`src/rtl/avg_pool_window_core.sv`:
```
// 2x2 average-pooling window engine: streams four reads per window from the input map BRAM
// and writes one floor(sum/4) result per window to the output map BRAM.
module avg_pool_window_core #(
  parameter int input_map_address_datawidth  = 13,
  parameter int output_map_address_datawidth = 11,
  parameter int number_datawidth             = 16,
  parameter int STATE_DATAWIDTH              = 4,
  parameter int AVG1_STATE                   = 3,
  parameter int AVG2_STATE                   = 6,
  parameter int AVG3_STATE                   = 9,
  parameter int AVG1_INPUT_SIZE              = 80,
  parameter int AVG2_INPUT_SIZE              = 36,
  parameter int AVG3_INPUT_SIZE              = 14,
  parameter int AVG1_OUTPUT_SIZE             = 40,
  parameter int AVG2_OUTPUT_SIZE             = 18,
  parameter int AVG3_OUTPUT_SIZE             = 7
) (
  input  logic                                    clk,
  input  logic                                    reset,
  input  logic                                    enable,
  input  logic [STATE_DATAWIDTH-1:0]              state,
  input  logic [number_datawidth-1:0]             BRAM_Pool_In1,
  output logic [input_map_address_datawidth-1:0]  BRAM_Pool_In1_Address,
  output logic [number_datawidth-1:0]             BRAM_Pool_Out1,
  output logic [output_map_address_datawidth-1:0] BRAM_Pool_Out1_Address,
  output logic                                    wr_ena
);

  localparam int AW = input_map_address_datawidth;
  localparam int OW = output_map_address_datawidth;
  localparam int DW = number_datawidth;
  localparam int SW = number_datawidth + 2;

  logic          valid_state, active, run;
  logic          active_reg, samp_valid_reg;
  logic [STATE_DATAWIDTH-1:0] state_reg;
  logic [AW-1:0] n_size, line_idx, col_off, addr_next;
  logic [OW-1:0] m_size, m_sq;
  logic [OW-1:0] col_reg, row_reg, col_next, row_next, wcount_reg;
  logic [1:0]    phase_reg, phase_next, samp_phase_reg;
  logic [SW-1:0] acc_reg, sample_ext, sum_next;

  always_comb begin
    valid_state = (state == STATE_DATAWIDTH'(AVG1_STATE)) ||
                  (state == STATE_DATAWIDTH'(AVG2_STATE)) ||
                  (state == STATE_DATAWIDTH'(AVG3_STATE));
    active = enable && valid_state;
    // A switch between two pooling layers while running costs one flush cycle, then restarts at (0,0).
    run = active && !(active_reg && (state != state_reg));

    n_size = AW'(AVG1_INPUT_SIZE);
    m_size = OW'(AVG1_OUTPUT_SIZE);
    if (state == STATE_DATAWIDTH'(AVG2_STATE)) begin
      n_size = AW'(AVG2_INPUT_SIZE);
      m_size = OW'(AVG2_OUTPUT_SIZE);
    end else if (state == STATE_DATAWIDTH'(AVG3_STATE)) begin
      n_size = AW'(AVG3_INPUT_SIZE);
      m_size = OW'(AVG3_OUTPUT_SIZE);
    end
    m_sq = m_size * m_size;
  end

  always_comb begin
    phase_next = phase_reg + 2'd1;
    col_next   = col_reg;
    row_next   = row_reg;
    if (phase_reg == 2'd3) begin
      if (col_reg == m_size - 1'b1) begin
        col_next = '0;
        row_next = (row_reg == m_size - 1'b1) ? '0 : row_reg + 1'b1;
      end else begin
        col_next = col_reg + 1'b1;
      end
    end
    // Window (r,c) phase p reads row 2r+p[1], column 2c+p[0].
    line_idx  = AW'({row_next, 1'b0}) + AW'(phase_next[1]);
    col_off   = AW'({col_next, 1'b0}) + AW'(phase_next[0]);
    addr_next = line_idx * n_size + col_off;

    sample_ext = {{2{BRAM_Pool_In1[DW-1]}}, BRAM_Pool_In1};
    sum_next   = (samp_phase_reg == 2'd0) ? sample_ext : acc_reg + sample_ext;
  end

  always_ff @(posedge clk or negedge reset) begin
    if (!reset) begin
      BRAM_Pool_In1_Address  <= '0;
      BRAM_Pool_Out1         <= '0;
      BRAM_Pool_Out1_Address <= '0;
      wr_ena                 <= 1'b0;
      acc_reg                <= '0;
      phase_reg              <= '0;
      col_reg                <= '0;
      row_reg                <= '0;
      wcount_reg             <= '0;
      samp_valid_reg         <= 1'b0;
      samp_phase_reg         <= '0;
      active_reg             <= 1'b0;
      state_reg              <= '0;
    end else begin
      active_reg <= active;
      state_reg  <= state;
      wr_ena     <= 1'b0;
      if (!run) begin
        BRAM_Pool_In1_Address <= '0;
        phase_reg             <= '0;
        col_reg               <= '0;
        row_reg               <= '0;
        wcount_reg            <= '0;
        samp_valid_reg        <= 1'b0;
        samp_phase_reg        <= '0;
      end else begin
        BRAM_Pool_In1_Address <= addr_next;
        phase_reg             <= phase_next;
        col_reg               <= col_next;
        row_reg               <= row_next;
        samp_valid_reg        <= 1'b1;
        samp_phase_reg        <= phase_reg;
        if (samp_valid_reg) begin
          acc_reg <= sum_next;
          if (samp_phase_reg == 2'd3) begin
            // Dropping the two LSBs is an arithmetic shift by 2; the top two bits are pure sign.
            BRAM_Pool_Out1         <= sum_next[DW+1:2];
            BRAM_Pool_Out1_Address <= wcount_reg;
            wr_ena                 <= 1'b1;
            wcount_reg             <= (wcount_reg == m_sq - 1'b1) ? '0 : wcount_reg + 1'b1;
          end
        end
      end
    end
  end

endmodule

```
`config.mk`:
```
export PLATFORM = sky130hd
export DESIGN_NAME = avg_pool_window_core
export DESIGN_NICKNAME = d
export VERILOG_FILES = /design/src/rtl/avg_pool_window_core.sv
export SDC_FILE = /design/constraint.sdc
export NUM_CORES = 1
export LEC_CHECK = 0
export ABC_CLOCK_PERIOD_IN_PS = 7800
export CORE_AREA = 2 2 113 126
export CTS_CLUSTER_DIAMETER = 120
export CTS_CLUSTER_SIZE = 8
export DETAILED_ROUTE_END_ITERATION = 10
export DIE_AREA = 0 0 115 128
export PLACE_DENSITY_LB_ADDON = 0.1
export REMOVE_ABC_BUFFERS = 1
export SYNTH_ARGS = -nofsm -noshare
export SYNTH_HDL_FRONTEND = slang
export SYNTH_SLANG_ARGS = --single-unit
export TNS_END_PERCENT = 30
```
`constraint.sdc`:
```
create_clock -name clk -period 7.8 [get_ports clk]
set_input_delay 0.78 -clock clk [delete_from_list [all_inputs] [get_ports clk]]
set_output_delay 0.78 -clock clk [all_outputs]
set_load 0.03 [all_outputs]
```
# == After elaboration in Yosys (flattened, before gate mapping) ==
# Cells that the tools add are included.
# word_totals
ff_bits,102
input_bits,23
out_inout_bits,41
# classes
n_reduce_logical,10
addsub,10
mul,2
n_eq_ne,11
mux,23
# op_table
operator,count
11-bit two-way mux,11
11-bit by 1-bit adder with 11-bit output (second input constant),3
11-bit equality test,3
12-bit by 1-bit adder with 13-bit output,2
13-bit two-way mux,2
11-bit by 1-bit subtractor with 11-bit output (second input constant),2
18-bit adder,1
18-bit two-way mux,1
13-bit adder,1
13-bit by 13-bit multiplier with 13-bit output,1
6-bit two-way mux,2
11-bit by 11-bit multiplier with 11-bit output,1
7-bit two-way mux,1
2-bit equality test (second input constant),2
4-bit by 2-bit equality test with 1-bit output (second input constant),1
4-bit by 3-bit equality test with 1-bit output (second input constant),1
4-bit equality test (second input constant),1
1-bit two-way mux,4
2-bit two-way mux,2
2-bit by 1-bit != test with 1-bit output (second input constant),2
4-bit != test,1
2-bit AND reduction,2
1-bit logical AND,3
3-bit AND reduction,1
4 further kinds,5

# == Logic depth before layout (Yosys ltp) ==
# depth
word_depth,12
ltp_mapped,28
depth_no_buf,27

# == Worst setup path after synthesis ==
# OpenSTA, ideal clock, no wires.
# synth_timing
path_type,input port to flip-flop
from,input port state[1]
to,register BRAM_Pool_In1_Address[12]
arrival_ns,6.726
slack_ns,0.995
path_stages,27
required_time_ns,7.721
cell_sequence,nand4bb_1 buf_2 or3_4 a211o_1 or3_1 and3_1 buf_6 nor2_1 inv_1 fa_1 inv_1 ha_1 inv_1 fa_1 inv_1 ha_1 fa_1 inv_1 fa_1 inv_1 ha_1 o21ai_0 a21oi_1 o211ai_1 and3_1 or3_1 mux2i_1
# synth_via
elab_chain_len,12
word_cells_on_any_way,27
cone_classes,add/sub (4); mul (1); eq/ne (6); mux (10); reduce/logical (6)
# synth_rtl
element,line,source
"start, declared",21,"input logic [STATE_DATAWIDTH-1:0] state,"
4-bit equality test,"46, 56",
6-bit two-way mux,56,end else if (state == STATE_DATAWIDTH'(AVG3_STATE)) begin
6-bit two-way mux,53,if (state == STATE_DATAWIDTH'(AVG2_STATE)) begin
11-bit by 1-bit subtractor with 11-bit output,"68, 70",
11-bit equality test,70,row_next = (row_reg == m_size - 1'b1) ? '0 : row_reg + 1'b1;
11-bit two-way mux,70,
11-bit two-way mux,68,if (col_reg == m_size - 1'b1) begin
11-bit two-way mux,67,if (phase_reg == 2'd3) begin
12-bit by 1-bit adder with 13-bit output,76,"line_idx = AW'({row_next, 1'b0}) + AW'(phase_next[1]);"
13-bit by 13-bit multiplier with 13-bit output,78,addr_next = line_idx * n_size + col_off;
13-bit adder,78,
13-bit two-way mux *,103,if (!run) begin
"end signal, assigned",112,BRAM_Pool_In1_Address <= addr_next;
"end, declared",23,"output logic [input_map_address_datawidth-1:0] BRAM_Pool_In1_Address,"
# Mark *: on every way between the ends. The rest lies on a longest branch, timed or not.
# A chain may end at the register's enable or synchronous reset.

# == Worst setup path in the final report ==
# layout_timing
from,input port state[2]
to,register BRAM_Pool_In1_Address[12]
# The elaborated chain is that of the path after synthesis.

==> impl_metrics.env <==
export IMPL_fmax_mhz=135
export IMPL_cts_root_buf="clkbuf_16"
export IMPL_period_needed_ns=7.38
export IMPL_synth_area_top_cells="dfrtp_1, ha_1, fa_1"
export IMPL_clock_path_buffers=2
export IMPL_synth_seq_cells=101
export IMPL_die_x_um=115
export IMPL_drc=0
export IMPL_ys_warn_count=0
export IMPL_grt_total_usage_pct=23.1
export IMPL_hp_class="primary input to async pin"
export IMPL_syn_area_sq_um=7310
export IMPL_diodes=0
export IMPL_gp_congestion=0.913
export IMPL_largest_reg_flops=18
export IMPL_synth_seq_area_share_pct=34.6
export IMPL_reg2regPathDepth=23
export IMPL_die_h_um=128
export IMPL_clkLatencyLatePin_ns=0.36
export IMPL_grt_pass1_wl_mm=27.0
export IMPL_fin_tns_setup_ns=0
export IMPL_numCtsBuffers=9
export IMPL_postCtsHoldBufs=0
export IMPL_cts_tree="yes"
export IMPL_grt_max_degree=54
export IMPL_syn_to_final_growth_pct=14.8
export IMPL_grt_pass1_vias=5703
export IMPL_overflow=0
export IMPL_critPathArrivalTime_ns=7.66
export IMPL_io_buffers=63
export IMPL_ant_nets=0
export IMPL_coreArea_sq_um=13500
export IMPL_synth_top_area_share_pct=34.6
export IMPL_ctsHtreeMaxLevel=3
export IMPL_synthDistinctLibCells=57
export IMPL_row_count=45
export IMPL_synth_avg_cell_area_sq_um=8.93
export IMPL_start_kind="primary input"
export IMPL_wl_per_cell_um=15.4
export IMPL_wirelength_mm=16.1
export IMPL_outcome="finished, final reports clean"
export IMPL_clkTransAtPathRegs_ns=0.07
export IMPL_p_per_area_nw_per_um2=144
export IMPL_regToRegStartpoint="row_reg[8]"
export IMPL_antenna_found_initial=0
export IMPL_drt_iter0_drc=350
export IMPL_worstPathRequired_ns=8.08
export IMPL_layout_nets=998
export IMPL_slew_headroom_pct=30.1
export IMPL_dieArea_sq_um=14700
export IMPL_crit_fanout=7
export IMPL_synth_top_area_cell="dfrtp_1"
export IMPL_yosys_most_used_dff="dfrtp_1"
export IMPL_drv_slew=0
export IMPL_viasPerCell=5.57
export IMPL_finalClockSkew_ns=0.00979
export IMPL_peakVddDrop_v=0.000112
export IMPL_setup_viol=0
export IMPL_maxCapViolCount=0
export IMPL_holdWs_ns=0.425
export IMPL_synthArstFlopShare_pct=100
export IMPL_p_leak_nw=4.22
export IMPL_post_cts_setup_buffers=0
export IMPL_ioPinCount=64
export IMPL_post_cts_resize_count=0
export IMPL_crit_type="primary input to flip-flop"
export IMPL_initial_core_util_pct=54.1
export IMPL_dp_hpwl_mm=12.2
export IMPL_dr_pass1_iters=7
export IMPL_synthCells=819
export IMPL_via_count=5816
export IMPL_end_kind="flip-flop"
export IMPL_cts_sinks=101
export IMPL_worst_slew_pin_slew_ns=1.05
export IMPL_final_hold_violation_count=0
export IMPL_finalCritPeriodShare_pct=94.6
export IMPL_utilization_pct=62.1
export IMPL_synth_edf_count=0
export IMPL_rsz0062_at_grt="no"
export IMPL_rrSetupSlack_ns=1.05
export IMPL_final_layout_size_suffix_gt1_share_pct=4.31
export IMPL_r2r_end="BRAM_Pool_In1_Address[12]"
## worst max-delay path: stages
cell	delay, ns
clkdlybuf4s50_1	0.53
nand4bb_1	0.29
or3_4	0.39
a2111o_1	0.45
o21bai_4	0.22
nor3b_1	0.23
a21oi_1	0.11
nor2_1	0.24
inv_1	0.10
fa_1	0.54
inv_1	0.04
ha_1	0.29
ha_1	0.30
ha_1	0.32
fa_1	0.53
fa_1	0.51
ha_1	0.33
a21boi_0	0.25
o21ai_0	0.15
a21oi_1	0.27
o211ai_1	0.17
and3_1	0.17
or3_1	0.30
mux2i_1	0.14
## synthesized netlist by cell type, drive strengths merged, types with 8 or more instances
master,count
buf,8
xnor2,28
nand2b,10
fa,35
nand3,10
clkbuf,19
a21oi,37
dfrtp,101
xor2,23
ha,64
a21o,8
nor3,13
nand4,9
o21ai,67
inv,88
nor2,81
and3,17
nand2,105
and2,17
## metal layers
metal	GRT usage (%)	vias to the layer above	wire length (um)	part of all wire, %
met2	41.2	138	8410	52
met4	7.30	0	248	1.5
met1	28.5	2818	6830	42
met3	3.83	23	649	4.0
met5	0	-	0	0
li1	-	2837	-	-
## layout by cell type (no fill, tap or decap), drive strengths merged, types with 9 or more instances in the layout
cell type,n
xnor2,28
a21oi,37
dfrtp,101
nand2b,10
nand3,10
ha,64
nor3,13
inv,92
clkdlybuf4s50,62
nand4,9
and2,17
xor2,23
buf,11
and3,17
fa,35
clkbuf,10
nor2,81
o21ai,67
nand2,105
## area by class of cell
class / instances / area [sq um]
multi-input combinational: 603 / 4340
timing repair buffer: 73 / 703
clock inverter: 6 / 52.6
clock buffer: 10 / 239
inverter: 88 / 330
sequential: 101 / 2530
tap: 164 / 205
fill: 1168 / 5120
## worst max path at each step
stage / startpoint / end / slack, ns / cells after the start
after global routing: state[0] / BRAM_Pool_In1_Address[12] / 0.008 / 25
after detailed placement: state[1] / BRAM_Pool_In1_Address[12] / 0.13 / 27
after floorplan: state[1] / BRAM_Pool_In1_Address[12] / 0.49 / 26
after CTS: state[1] / BRAM_Pool_In1_Address[12] / 0.46 / 24
final: state[2] / BRAM_Pool_In1_Address[12] / 0.42 / 24
after global placement: state[2] / BRAM_Pool_In1_Address[12] / 0.28 / 27
## metrics by stage
step	instance area (sq um)	power (mW)	setup WS, ns	cells
after floorplan	7190	0.707	0.488	792
after global placement	8100	0.761	0.277	1029
after detailed placement	8100	0.770	0.133	1029
after CTS	8400	1.22	0.459	1045
after global routing	8400	1.27	0.00841	1045
final	8400	1.21	0.420	1045
## logic make-up after synthesis
kind of cell | share of synthesized area [%]
buffers and inverters | 6.13
flip-flops | 34.6
AO/OA/AOI/OAI | 12.6
AND/OR/NAND/NOR | 19.0
multiplexers | 1.11
adder cells (fa/ha/maj) | 20.5
XOR/XNOR | 6.11
## report_power, final
group / total (mW) / internal, mW / switching, mW / leakage (nW)
logic: 0.201 / 0.0865 / 0.115 / 2.69
registers: 0.559 / 0.544 / 0.0148 / 1.38
clock network: 0.453 / 0.232 / 0.221 / 0.143
total: 1.21 / 0.863 / 0.350 / 4.22
(Power assumes the default switching activity.)
